--- config.mk ---
export PLATFORM = sky130hd
export DESIGN_NAME = sdr_cfg_sched
export DESIGN_NICKNAME = d
export VERILOG_FILES = /design/src/rtl/sdr_cfg_sched.sv
export SDC_FILE = /design/constraint.sdc
export NUM_CORES = 1
export LEC_CHECK = 0
export ABC_AREA = 1
export CAP_MARGIN = 20
export CORE_ASPECT_RATIO = 0.9
export CORE_MARGIN = 2
export CORE_UTILIZATION = 56
export DETAILED_ROUTE_END_ITERATION = 8
export HOLD_SLACK_MARGIN = 0.03
export PLACE_DENSITY = 0.86
export SLEW_MARGIN = 20
export SYNTH_ARGS = -nofsm -noshare
export SYNTH_HDL_FRONTEND = slang
export SYNTH_SLANG_ARGS = --single-unit
--- constraint.sdc ---
create_clock -name sclk -period 2 [get_ports sclk]
set_input_delay 0.3 -clock sclk [delete_from_list [all_inputs] [get_ports sclk]]
set_output_delay 0.3 -clock sclk [all_outputs]
set_load 0.005 [all_outputs]
--- src/rtl/sdr_cfg_sched.sv ---
// rtl/sdr_cfg_sched.sv - frames received bytes into commands and schedules datapath config commits
module sdr_cfg_sched #(
  parameter int TIMEOUT_CYC = 4096,
  parameter int CNT_W       = 13
) (
  input  logic        sclk,
  input  logic        rst_n,
  input  logic [7:0]  rx_byte,
  input  logic        rx_valid,
  input  logic        cfg_busy,
  output logic [31:0] tuner_freq,
  output logic [3:0]  ctrl_bits,
  output logic [7:0]  gain,
  output logic        cfg_stb,
  output logic [1:0]  cfg_sel,
  output logic        pending,
  output logic [7:0]  err_cnt
);

  typedef enum logic [1:0] {HUNT, DATA, CHECK, COMMIT} state_t;

  localparam logic [CNT_W-1:0] TMO_LAST = CNT_W'(TIMEOUT_CYC - 1);

  state_t           state, state_n;
  logic [7:0]       hdr, hdr_n;
  logic [6:0]       pl [4];
  logic [6:0]       pl_n [4];
  logic [1:0]       idx, idx_n;
  logic [CNT_W-1:0] timer, timer_n;
  // rx_act: a second frame is being assembled while a commit is pending
  logic             rx_act, act_n;
  logic [31:0]      sh_word, sh_word_n;
  logic [1:0]       sh_cmd, sh_cmd_n;
  logic             pending_n;
  logic             commit, err_inc;
  logic             asm_on, start, frame_done, tmo;
  logic [31:0]      buf_word, live_word;
  logic             hdr_ok;

  // The assembly buffer is shared by the first frame (DATA) and the second frame (COMMIT)
  assign asm_on   = (state == DATA) || rx_act;
  assign hdr_ok   = (hdr[6:4] <= 3'd2);
  assign buf_word = {hdr[3], pl[3], hdr[2], pl[2], hdr[1], pl[1], hdr[0], pl[0]};
  // In COMMIT the 4th payload byte is validated in the cycle it arrives
  assign live_word = {hdr[3], rx_byte[6:0], hdr[2], pl[2], hdr[1], pl[1], hdr[0], pl[0]};

  // Next-state, frame assembly, timeout and commit decisions
  always_comb begin
    state_n    = state;
    hdr_n      = hdr;
    pl_n       = pl;
    idx_n      = idx;
    timer_n    = timer;
    act_n      = rx_act;
    sh_word_n  = sh_word;
    sh_cmd_n   = sh_cmd;
    pending_n  = pending;
    commit     = 1'b0;
    err_inc    = 1'b0;
    start      = 1'b0;
    frame_done = 1'b0;
    tmo        = 1'b0;

    if (asm_on) begin
      if (rx_valid) begin
        timer_n = '0;
        if (rx_byte[7]) begin
          // header mid-frame: count the loss and restart on the new header
          err_inc = 1'b1;
          hdr_n   = rx_byte;
          idx_n   = 2'd0;
        end else begin
          pl_n[idx]  = rx_byte[6:0];
          idx_n      = idx + 2'd1;
          frame_done = (idx == 2'd3);
        end
      end else if (timer == TMO_LAST) begin
        tmo     = 1'b1;
        err_inc = 1'b1;
        timer_n = '0;
      end else begin
        timer_n = timer + 1'b1;
      end
    end else if (rx_valid && rx_byte[7]) begin
      start   = 1'b1;
      hdr_n   = rx_byte;
      idx_n   = 2'd0;
      timer_n = '0;
    end

    case (state)
      HUNT: begin
        if (start) state_n = DATA;
      end
      DATA: begin
        if (tmo)             state_n = HUNT;
        else if (frame_done) state_n = CHECK;
      end
      CHECK: begin
        if (hdr_ok) begin
          sh_word_n = buf_word;
          sh_cmd_n  = hdr[5:4];
          pending_n = 1'b1;
          act_n     = start;
          state_n   = COMMIT;
        end else begin
          err_inc = 1'b1;
          state_n = start ? DATA : HUNT;
        end
      end
      COMMIT: begin
        act_n = start | (rx_act & ~tmo & ~frame_done);
        if (!cfg_busy) begin
          commit = 1'b1;
          if (frame_done && hdr_ok) begin
            // a new frame validated as the old one left: it becomes the next pending commit
            sh_word_n = live_word;
            sh_cmd_n  = hdr[5:4];
          end else begin
            if (frame_done) err_inc = 1'b1;
            pending_n = 1'b0;
            state_n   = act_n ? DATA : HUNT;
            act_n     = 1'b0;
          end
        end else if (frame_done) begin
          // latest validated frame replaces the waiting one; either way a frame is lost
          err_inc = 1'b1;
          if (hdr_ok) begin
            sh_word_n = live_word;
            sh_cmd_n  = hdr[5:4];
          end
        end
      end
      default: state_n = HUNT;
    endcase
  end

  // State register
  always_ff @(posedge sclk or negedge rst_n) begin
    if (!rst_n) state <= HUNT;
    else        state <= state_n;
  end

  // Frame buffer, shadow word and timer
  always_ff @(posedge sclk or negedge rst_n) begin
    if (!rst_n) begin
      hdr     <= '0;
      pl      <= '{default: '0};
      idx     <= '0;
      timer   <= '0;
      rx_act  <= 1'b0;
      sh_word <= '0;
      sh_cmd  <= '0;
      pending <= 1'b0;
    end else begin
      hdr     <= hdr_n;
      pl      <= pl_n;
      idx     <= idx_n;
      timer   <= timer_n;
      rx_act  <= act_n;
      sh_word <= sh_word_n;
      sh_cmd  <= sh_cmd_n;
      pending <= pending_n;
    end
  end

  // Configuration registers, strobe and saturating error counter
  always_ff @(posedge sclk or negedge rst_n) begin
    if (!rst_n) begin
      tuner_freq <= '0;
      ctrl_bits  <= '0;
      gain       <= '0;
      cfg_stb    <= 1'b0;
      cfg_sel    <= '0;
      err_cnt    <= '0;
    end else begin
      cfg_stb <= commit;
      if (commit) begin
        cfg_sel <= sh_cmd;
        case (sh_cmd)
          2'd0:    tuner_freq <= sh_word;
          2'd1:    ctrl_bits  <= sh_word[3:0];
          default: gain       <= sh_word[7:0];
        endcase
      end
      if (err_inc && (err_cnt != 8'hFF)) err_cnt <= err_cnt + 8'd1;
    end
  end

endmodule

* Word-level counts from Yosys, hierarchy flattened
Cells that the tools add are included. Widths: inputs -> output; s select.
Operators by class: $lt $le $gt $ge 3, reduce and logical (&&, ||, !) cells 21, add/subtract/negate cells 3, bitwise logic cells 8, eq/ne operators 17, multiplexer cells 61
Operator list (number):
- $mux 32 | 5
- $pmux 32 s2 | 1
- $mux 13 | 4
- $mux 7 | 5
- $bwmux 28 | 1
- $mux 2 | 14
- $mux 1 | 25
- $demux 7 s2 | 1
- $add 13x1->13 const B | 1
- $eq 13x12->1 const B | 1
- $ne 2x2->1 const B | 6
- $ne 3x3->1 const B | 4
- $reduce_and 2->1 | 5
- $reduce_and 3->1 | 3
- $add 8x1->8 const B | 1
- $ne 8x8->1 const B | 1
- $pmux 2 s4 | 1
- $reduce_and 4->1 | 2
- $eq 2x2->1 const B | 3
- $pmux 1 s2 | 3
- $reduce_and 5->1 | 1
- $eq 2x1->1 const B | 2
- $logic_and 1x1->1 | 4
- $logic_not 2->1 | 2
- other kinds (12) | 17
Storage, ports and cells: register bits 143, output and inout port bits 56, input port bits 12, word-level logic and storage cells 131

* Longest topological paths before layout
word-level depth 12, depth in mapped cells 12, gate-level depth less buffers 11

* Worst setup path after synthesis
Ideal clock, no wire load.
kind register -> register, from register timer[0], to register err_cnt[5], path slack 0.441 ns, library setup time 0.121 ns, path buffers 1, data arrival time 1.438 ns, required time 1.879 ns, clock period less this slack 1.559 ns, cell stages (with the launch flop) 12, path through dfrtp_1 ha_1 nand3_1 nor2_2 nand3_2 nand2_1 nand2_1 nand2_2 nand2_2 buf_6 nand2_1 o21ai_2
On the way: longest elaborated chain between the ends 9, elaborated cells on any way between the ends 10, those cells by class 1 x eq/ne; 8 x mux; 1 x reduce/logical
RTL lines:
- from (decl) | RTL line 29 | logic [CNT_W-1:0] timer, timer_n;
- from (signal assigned) | RTL line 159 | timer <= timer_n;
- $eq 13x12->1 (*) | RTL line 77 | end else if (timer == TMO_LAST) begin
- $mux 1 (*) | RTL line 77
- $mux 1 (*) | RTL line 65 | if (rx_valid) begin
- $mux 1 (*) | RTL line 64 | if (asm_on) begin
- $mux 1 | RTL line 120, 125
- $mux 1 | RTL line 115 | if (frame_done && hdr_ok) begin
- $mux 1 | RTL line 113 | if (!cfg_busy) begin
- $pmux 1 s2 (*) | RTL line 91 | case (state)
- $logic_and 1x1->1 (*) | RTL line 186 | if (err_inc && (err_cnt != 8'hFF)) err_cnt <= err_cnt + 8'd1;
- to (signal assigned) | RTL line 186
- to (decl) | RTL line 17 | output logic [7:0] err_cnt
Mark *: on every way between the ends. The rest lies on a longest branch, timed or not. A chain may end at the register's enable or synchronous reset.

* Worst setup path in the final report
from register timer[0], to register err_cnt[2]
Same word-level chain as after synthesis.

==> summary.md <==
| Metric | Value |
|---|---|
| Outcome | `finished, final reports clean` |
| Nets | `roughly 720` |
| Slowest Stage Delay on Critical Path | `0.39 ns` |
| Max_cap viols | `0` |
| Ports | `68` |
| P per Cell Area | `~1400 mW/mm^2` |
| Pint | `around 7000 uW` |
| CTS max path bufs | `2` |
| RSZ-0062 raised after global routing | `false` |
| Via count | `4690` |
| DP HPWL | `roughly 8900 um` |
| Reg2reg setup slack | `about 0.26 ns` |
| Clk root buf | `clkbuf_16` |
| Syn-to-layout area delta | `24.6%` |
| TritonRoute pass-1 iters | `5` |
| DR DRC count | `0` |
| Sw Pwr | `roughly 3300 uW` |
| Worst-Skew Late Latency | `0.42 ns` |
| TritonCTS clock tree | `built` |
| Total leakage power | `0.00342 uW` |
| Gr ovfl total | `0` |
| Worst hold-check path type | `in -> async` |
| Fmax | `between 500 and 600 MHz` |
| DRT Wirelength | `approximately 13000 um` |
| TritonCTS sink count | `around 140` |
| Gate Count Post-Synth | `between 600 and 700` |
| Utilization after layout | `a little under three quarters` |
| Commonest non-fill, non-tap cell in the layout | `nand2_1` |
| Die Y | `around 100 um` |
| Post-CTS resize count | `0` |
| Post-DRT Antenna Nets | `0` |
| Worst r2r src | `timer[0]$_DFFE_PN0P_` |
| Initial core utilization | `between 50% and 60%` |
| GRT Util Overall | `between 20% and 30%` |
| CTS H-tree depth | `4` |
| Startpoint types | `flip-flop` |
| Vias per inst | `5.54` |
| Distinct cells, synth | `37` |
| First-pass GRT wire length | `approximately 23000 um` |
| Sequential fraction of the synthesis area | `60.7%` |
| Max VDD drop | `approximately 0.79 mV` |
| Initial antenna violation count | `0` |
| Worst-Margin Slew | `between 0.5 and 0.6 ns` |
| Crit. End Element | `flip-flop` |
| Hold Violations, Final | `0` |
| Sequential share of power | `a little over two fifths` |
| Skew final | `0.00667 ns` |
| Worst path slowest cell | `dfrtp_1` |
| Share of cells above drive strength 1 | `9.05%` |
| DP Area | `0.00674 mm^2` |
| Iteration-0 DRC Markers | `~440` |
| Row cnt | `35` |
| Non-filler cells, final | `roughly 850` |
| Data arrival, critical path | `2.04 ns` |
| Min Tclk post-route | `roughly 1.7 ns` |
| Post-Syn Area | `between 0.005 and 0.006 mm^2` |
| Core Region | `around 0.010 mm^2` |
| Count of yosys warnings during synthesis | `0` |
| # setup viols final | `0` |
| Placed Instances | `814` |
| Setup TNS | `0 ns` |
| Most frequent CP cell | `nand2_1` |
| Clk slew on worst S/H paths | `roughly 0.060 ns` |
| Vias in the first global route | `4670` |
| Largest net degree at the start of global routing | `55` |
| Period utilization | `approximately 87%` |
| Critical path type | `reg -> reg` |
| ANT cells | `0` |
| Logic pwr share | `26.4%` |
| Worst path cell trace | `ha_1, nand3_1, nor2_2, nand3_2, nand2_1, nand2_1, nand2_2, nand2_2, nand2_1, o21ai_2` |
| Slew headroom | `between 60% and 70%` |
| Clock power share | `31.0%` |
| WL/cell | `roughly 16 um` |
| FF-to-FF path depth | `10` |
| CTS Buf Count | `17` |
| Syn Nets | `about 650` |
| Die area | `0.0114 mm^2` |
| Commonest non-fill, non-tap cells in the layout | `176 x nand2_1, 143 x dfrtp_1, 122 x o21ai_0, 66 x clkdlybuf4s50_1, 64 x inv_1` |
| Worst r2r dst | `err_cnt[2]$_DFFE_PN0P_` |
| CP Data Required Time | `2.30 ns` |
| Die Span X | `between 100 and 150 um` |
| CP max FO | `11` |
| Final estimated routing congestion in global placement | `approximately 0.9` |
| Sw Share | `roughly a third` |
| PortBufs | `67` |
| Cell area after layout | `~0.0073 mm^2` |
| Mean Syn Cell Area | `about 9.4 um^2` |
| Max-slew violations | `0` |
| Synth Register Bits | `approximately 140` |
## worst max path at each step
stage	start	end	slack [ns]
global placement	rx_valid	sh_word[29]$_DFFE_PN0P_	0.11
CTS	err_cnt[6]$_DFFE_PN0P_	err_cnt[6]	0.25
floorplan	timer[0]$_DFFE_PN0P_	err_cnt[5]$_DFFE_PN0P_	0.44
detailed placement	rx_valid	sh_word[26]$_DFFE_PN0P_	0.03
global route	timer[0]$_DFFE_PN0P_	err_cnt[2]$_DFFE_PN0P_	0.13
finish	timer[0]$_DFFE_PN0P_	err_cnt[2]$_DFFE_PN0P_	0.26
## final cells by class
| type | instances | area, um^2 |
|---|---|---|
| repair buffers | 80 | 810 |
| clock inverters | 11 | 130 |
| well taps | 129 | 161 |
| inverters | 67 | 251 |
| clock buffers | 21 | 470 |
| multi-input cells | 396 | 1940 |
| fillers | 701 | 2900 |
| flip-flops and latches | 143 | 3580 |
## registers in the layout, summed over array words and instances (netlist names), 4 cells and up
signal,flops
sh_word,32
tuner_freq,32
buf_word,28
timer,13
err_cnt,8
gain,8
hdr,7
ctrl_bits,4
## power by group through the flow
stage	Combinational (uW)	Clock (uW)	Sequential, uW
CTS	2720	3220	4370
floorplan	1410	0	4300
detailed placement	2660	0	4390
global route	3040	3350	4480
finish	2710	3190	4370
global placement	2490	0	4340
## critical path, delay by kind of cell (launching register included)
kind / cells / cell delay (ns)
adders and majority gates: 1 / 0.26
AOI/OAI and AO/OA: 1 / 0.06
DFF: 1 / 0.39
and+or+nand+nor: 8 / 0.89
## cell usage after synthesis, drive strengths merged
master,number,area (um^2)
nor2,17,68.8
dfrtp,143,3580
xnor2,3,26.3
clkbuf,12,45.0
nor3,5,30.0
o211ai,7,52.6
a22o,1,8.76
a31oi,1,6.26
o21bai,1,7.51
nor3b,1,18.8
mux2i,1,10.0
nand2,183,714
a211oi,1,7.51
nand4,4,25.0
and3,1,6.26
o21a,1,7.51
nand3b,1,7.51
ha,6,75.1
inv,67,251
xor2,6,52.6
nand3,20,115
o21ai,129,657
buf,10,77.6
a21o,1,7.51
mux2,1,11.3
a21oi,4,20.0
o311ai,1,8.76
## layer usage
metal	wire length (um)	track usage, %	vias up
met3	875	6.10	28
met1	5540	32.6	2258
met5	0	0	-
met2	6750	43.0	210
li1	-	-	2194
met4	276	10.6	0
## stage by stage
| step | hold slack (ns) | total power [uW] | worst slack, ns |
|---|---|---|---|
| CTS | 0.416 | 10300 | 0.254 |
| global route | 0.442 | 10900 | 0.132 |
| detailed placement | 0.283 | 7050 | 0.0334 |
| floorplan | 0.00441 | 5720 | 0.441 |
| global placement | 0.275 | 6830 | 0.105 |
| finish | 0.393 | 10300 | 0.263 |
## logic make-up after synthesis
family                     after synthesis  synth area share [%]
adders and majority gates                6                  1.27
xor gates and xnor gates                 9                  1.34
AOI/OAI and AO/OA                      147                  13.3
DFF                                    143                  60.7
muxes                                    2                 0.361
and+or+nand+nor                        232                  16.7
buffers and inverters                   89                  6.34
## repair_timing
action | in CTS | in global routing
hold endpoints to repair | 49 | 0
setup buffers | 0 | 0
hold buffers | 1 | 0
Note: power is estimated with default switching activity, not from simulation.
==> RTL change 1: new RTL, same flow settings <==
The 4 states of `state_t` get a Gray code encoding in 2 bits.
--- a/src/rtl/sdr_cfg_sched.sv
+++ b/src/rtl/sdr_cfg_sched.sv
@@ -18,5 +18,5 @@
 );
 
-  typedef enum logic [1:0] {HUNT, DATA, CHECK, COMMIT} state_t;
+  typedef enum logic [1:0] {HUNT = 2'b00, DATA = 2'b01, CHECK = 2'b11, COMMIT = 2'b10} state_t;
 
   localparam logic [CNT_W-1:0] TMO_LAST = CNT_W'(TIMEOUT_CYC - 1);
Function: no difference found for any inputs over 10 cycles, from zero or initial values and one cycle with rst_n low; not proved beyond that.
==> RTL change 1 against the original RTL <==
- total power rose by 4.9%
- cell area grew 2.6%
- sequential cell count unchanged
- setup slack got worse by 0.068 ns
- area after synthesis grew 3.9%
- wire length is 6.1% lower
- final cell count up 3.2%
- clock skew is essentially flat
- highest routed layer unchanged
- largest power group unchanged
- clock power shrank 7.2%
==> RTL change 1: results (changes against the original RTL) <==
Outcome
  – Run status: finished clean (unchanged)

Setup path
  – Largest driver fanout on the critical path: 9 (was 11)
  – CP Data Arrival Time: 2.11 ns (was 2.04 ns)
  – Critical path startpoint: state[0] (was timer[0])

Layout
  – Seq cells: 143 (unchanged)
  – Portion of the layout cell area used by non-clock buffers: 0.110 (about the same)
  – Fraction of final layout cells with drive strength greater than 1: 0.120 (was 0.0905)
  – Count of placed standard cells in the final layout, fillers left out: 874 (was 847)
  – Number of fill cells: 760 (was 701)
  – Multi-input gate count: 410 (was 396)
  – Number of nets in the layout: 746 (was 723)
  – Non-CTS buffers: 79 (was 80)
  – Number of ordinary inverters in the final layout: 77 (was 67)
  – Multi-input logic portion of the cell area: 0.281 (was 0.265)
  – Post-route cell area: 7540 um^2 (was 7350 um^2)

Place
  – RePlAce Congestion: 0.821 (was 0.892)
  – Worst slack, placed: 0.0509 ns (was 0.0334 ns)
  – Number of placed instances, taps included: 841 (was 814)
  – DP HPWL: 8.58 mm (was 8.87 mm)
  – Placed Instance Area: 6970 um^2 (was 6740 um^2)

Die
  – Taps Inserted: 133 (was 129)

Clock network
  – H-Tree Depth: 4 (unchanged)

GRT
  – Global-route wire length before repair: 21.0 mm (was 22.7 mm)
  – Number of global-route vias before repair: 4592 (was 4670)
  – Pin count of the biggest net entering global routing: 59 (was 55)
  – GRT Resource Usage Total: 0.230 (was 0.256)

Drt
  – Routed wire length: 12.6 mm (was 13.4 mm)
  – Detailed-route vias per instance: 5.31 (was 5.54)
  – DRT Pass-1 Iters: 6 (was 5)
  – DRC violation total after the first TritonRoute iteration: 350 (was 439)

Power
  – Leakage: 3.70 nW (was 3.42 nW)
  – Seq group: 4.55 mW (was 4.37 mW)
  – Maximum resistive drop on vdd: 0.604 mV (was 0.793 mV)
  – Clock net power: 2.96 mW (was 3.19 mW)
  – Sequential share of power: 0.422 (was 0.426)
  – Switching share of power: 0.324 (was 0.318)

STA
  – Fmax: 0.554 GHz (was 0.576 GHz)
  – Largest clock skew in the final design: 0.00656 ns (was 0.00667 ns)

Logic synthesis
  – Sequential element share of the synthesized area: 0.584 (was 0.607)
  – Net count of the mapped netlist: 671 (was 646)
  – Count of mapped cells out of synthesis: 653 (was 628)
  – Dominant cells by area after synthesis: sky130_fd_sc_hd__dfrtp_1 58%, sky130_fd_sc_hd__nand2_1 9.1%, sky130_fd_sc_hd__o21ai_0 7.6% (was sky130_fd_sc_hd__dfrtp_1 61%, sky130_fd_sc_hd__nand2_1 11%, sky130_fd_sc_hd__o21ai_0 10%)
RTL change 1: cell types whose count changed after synthesis, moves of 6 or more:
cell	change
sky130_fd_sc_hd__a21oi_1	+17
sky130_fd_sc_hd__a21oi_2	+21
sky130_fd_sc_hd__inv_1	+6
sky130_fd_sc_hd__nand2_1	-28
sky130_fd_sc_hd__nor2_1	+39
sky130_fd_sc_hd__o211ai_1	-6
sky130_fd_sc_hd__o21ai_0	-29
RTL change 1: routing by layer:
layer,part of all wire,vias up,GRT usage
met1,0.43,2237,0.279
li1,-,2244,-
met4,0.020,0,0.103
met3,0.042,26,0.0565
met2,0.51,133,0.397
met5,0,-,0
RTL change 1: cell families (layout without fill, tap and decap cells):
group	Yosys count	count (layout)	synth area share
and+or+nand+nor	244	244	0.177
AOI/OAI and AO/OA	151	151	0.143
DFF	143	143	0.584
buffers and inverters	100	188	0.0710
xor gates and xnor gates	9	9	0.0129
adders and majority gates	6	6	0.0122
==> RTL change 2: new RTL, same settings <==
Without the edit above. Set the parameter `CNT_W` to 11 (it was 13).
--- a/src/rtl/sdr_cfg_sched.sv
+++ b/src/rtl/sdr_cfg_sched.sv
@@ -2,5 +2,5 @@
 module sdr_cfg_sched #(
   parameter int TIMEOUT_CYC = 4096,
-  parameter int CNT_W       = 13
+  parameter int CNT_W       = 11
 ) (
   input  logic        sclk,
Formal check against the unedited RTL: no difference found for any inputs over 10 cycles, from zero or initial values and one cycle with rst_n low; that may be too few to reach the edited logic, so the function may still have changed.
==> RTL change 2 against the original RTL <==
- cell area shrank 1.5%
- area after synthesis shrank 1.3%
- synthesized cell count grew 0.16%
- die area shrank 1.2%
- wire length shrank 4.9%
- sequential share of layout area is essentially flat
- setup slack lost 0.098 ns
- highest routed layer unchanged
- count of clock-buffer cells in the layout shrank 4
- sequential cell count shrank 2
- maximum frequency shrank 5.3%
- largest cell class unchanged
Power is not compared: it rests on default switching activity, and its combinational part moved more than twofold at a synthesized area within 25%.
==> RTL change 2: results (changes against the original RTL) <==
GRT
  – GRT Resource Usage Total: 0.243 (was 0.256)
  – Global-route wire length before repair: 21.5 mm (was 22.7 mm)
  – Pin count of the biggest net entering global routing: 61 (was 55)

Logic synthesis
  – Net count of the mapped netlist: 647 (was 646)
  – Dominant cells by area after synthesis: sky130_fd_sc_hd__dfrtp_1 61%, sky130_fd_sc_hd__nand2_1 12%, sky130_fd_sc_hd__o21ai_0 10% (was sky130_fd_sc_hd__dfrtp_1 61%, sky130_fd_sc_hd__nand2_1 11%, sky130_fd_sc_hd__o21ai_0 10%)
  – Sequential element share of the synthesized area: 0.606 (was 0.607)
  – Count of cell types in the netlist: 32 (was 37)
  – Cell types with the highest counts after synthesis: 182 x sky130_fd_sc_hd__nand2_1, 141 x sky130_fd_sc_hd__dfrtp_1, 117 x sky130_fd_sc_hd__o21ai_0, 69 x sky130_fd_sc_hd__inv_1, 19 x sky130_fd_sc_hd__nor2_1 (was 176 x sky130_fd_sc_hd__nand2_1, 143 x sky130_fd_sc_hd__dfrtp_1, 122 x sky130_fd_sc_hd__o21ai_0, 64 x sky130_fd_sc_hd__inv_1, 17 x sky130_fd_sc_hd__nand3_1)

Layout
  – Number of nets in the layout: 722 (was 723)
  – Fraction of final layout cells with drive strength greater than 1: 0.0865 (was 0.0905)

Place
  – RePlAce Congestion: 0.869 (was 0.892)
  – Worst slack, placed: 0.0841 ns (was 0.0334 ns)
  – Placed Instance Area: 6670 um^2 (was 6740 um^2)
  – DP HPWL: 8.57 mm (was 8.87 mm)

Setup path
  – Largest driver fanout on the critical path: 9 (was 11)
  – Slack of the worst reg-to-reg path: 0.16 ns (was 0.26 ns)
  – Slowest cell on the critical path: sky130_fd_sc_hd__dfrtp_1 (unchanged)
  – Biggest cell delay along the critical path: 0.41 ns (was 0.39 ns)
  – CP Data Arrival Time: 2.14 ns (was 2.04 ns)

Clock network
  – Clock-pin slew on the worst setup and hold paths: 0.06 ns (about the same)
  – Number of setup buffers added after CTS: 0 (unchanged)
  – Buffer depth of the longest clock path: 2 (unchanged)

Drt
  – DRC violation total after the first TritonRoute iteration: 371 (was 439)
  – Routed wire length: 12.8 mm (was 13.4 mm)
  – Total via count in the routed design: 4594 (was 4690)
  – Detailed-route DRC error count: 0 (unchanged)

Power
  – Switching power of the nets: 1.82 mW

Outcome
  – Run status: finished clean (unchanged)

STA
  – Fmax: 0.545 GHz (was 0.576 GHz)
-- RTL change 2: cell count changes in the layout (fill, tap and decap cells not counted), sizes merged, moves of 3 or more --
cell / change
nor2: +4
inv: +8
clkbuf: -4
o21ai: -7
buf: -3
nand2: +6
clkinv: +4
-- RTL change 2: area by class of cell --
type | count | area, um^2
sequential | 141 | 3530
fill | 703 | 2970
multi-input combinational | 395 | 1920
timing repair buffer | 77 | 800
clock buffer | 17 | 425
inverter | 72 | 272
tap | 129 | 161
clock inverter | 15 | 131
-- RTL change 2: logic make-up (layout without fill, tap and decap cells) --
logic type / Yosys count / after routing / synth area share
compound gates: 139 / 139 / 0.125
xor+xnor: 11 / 11 / 0.0165
fa+ha+maj: 6 / 6 / 0.0129
buf+inv: 93 / 181 / 0.0651
flops: 141 / 141 / 0.606
mux: 1 / 1 / 0.00193
simple gates: 238 / 238 / 0.173
-- RTL change 2: power by group through the flow --
stage / sequential, mW / clock [mW] / combinational, mW
4_1_cts: 3.31 / 2.99 / 0.546
2_1_floorplan: 3.30 / 0 / 0.294
5_1_grt: 3.34 / 3.11 / 0.616
3_3_place_gp: 3.33 / 0 / 0.487
6_report: 3.31 / 2.94 / 0.539
3_5_place_dp: 3.35 / 0 / 0.528
-- RTL change 2: critical path: cells and delay by family, from the launching register on --
family          cells  cell delay (ns)
compound gates      1             0.10
fa+ha+maj           1             0.23
flops               1             0.41
simple gates        8             0.98
-- RTL change 2: through the flow --
step                      hold slack [ns]  std cells
final                               0.392        846
after global routing                0.424        846
after global placement              0.262        813
after floorplan                   0.00441        629
after CTS                           0.400        846
after detailed placement            0.265        813
-- RTL change 2: worst paths after layout --
path | start | end | cells past startpoint
setup / recovery | timer[0] | err_cnt[2] | 10
hold / removal | rst_n | sh_word[21] | 2
setup reg to reg | timer[0] | err_cnt[2] | 10
hold reg to reg | gain[4] | gain[4] | 2
max in group asynchronous | rst_n | tuner_freq[2] | 3
min in group sclk | gain[4] | gain[4] | 2
-- RTL change 2: timing repair --
action / in CTS / in global routing
hold buffers: 1 / 0
endpoints found under the hold margin: 47 / 0
setup endpoints to repair: 0 / 8
gates resized for setup: 0 / 2
-- RTL change 2: layer usage --
metal / vias up / wire, um / GRT usage
li1: 2165 / - / -
met1: 2243 / 5350 / 0.305
met2: 158 / 6520 / 0.404
met3: 28 / 635 / 0.0589
met4: 0 / 272 / 0.117
met5: - / 0 / 0
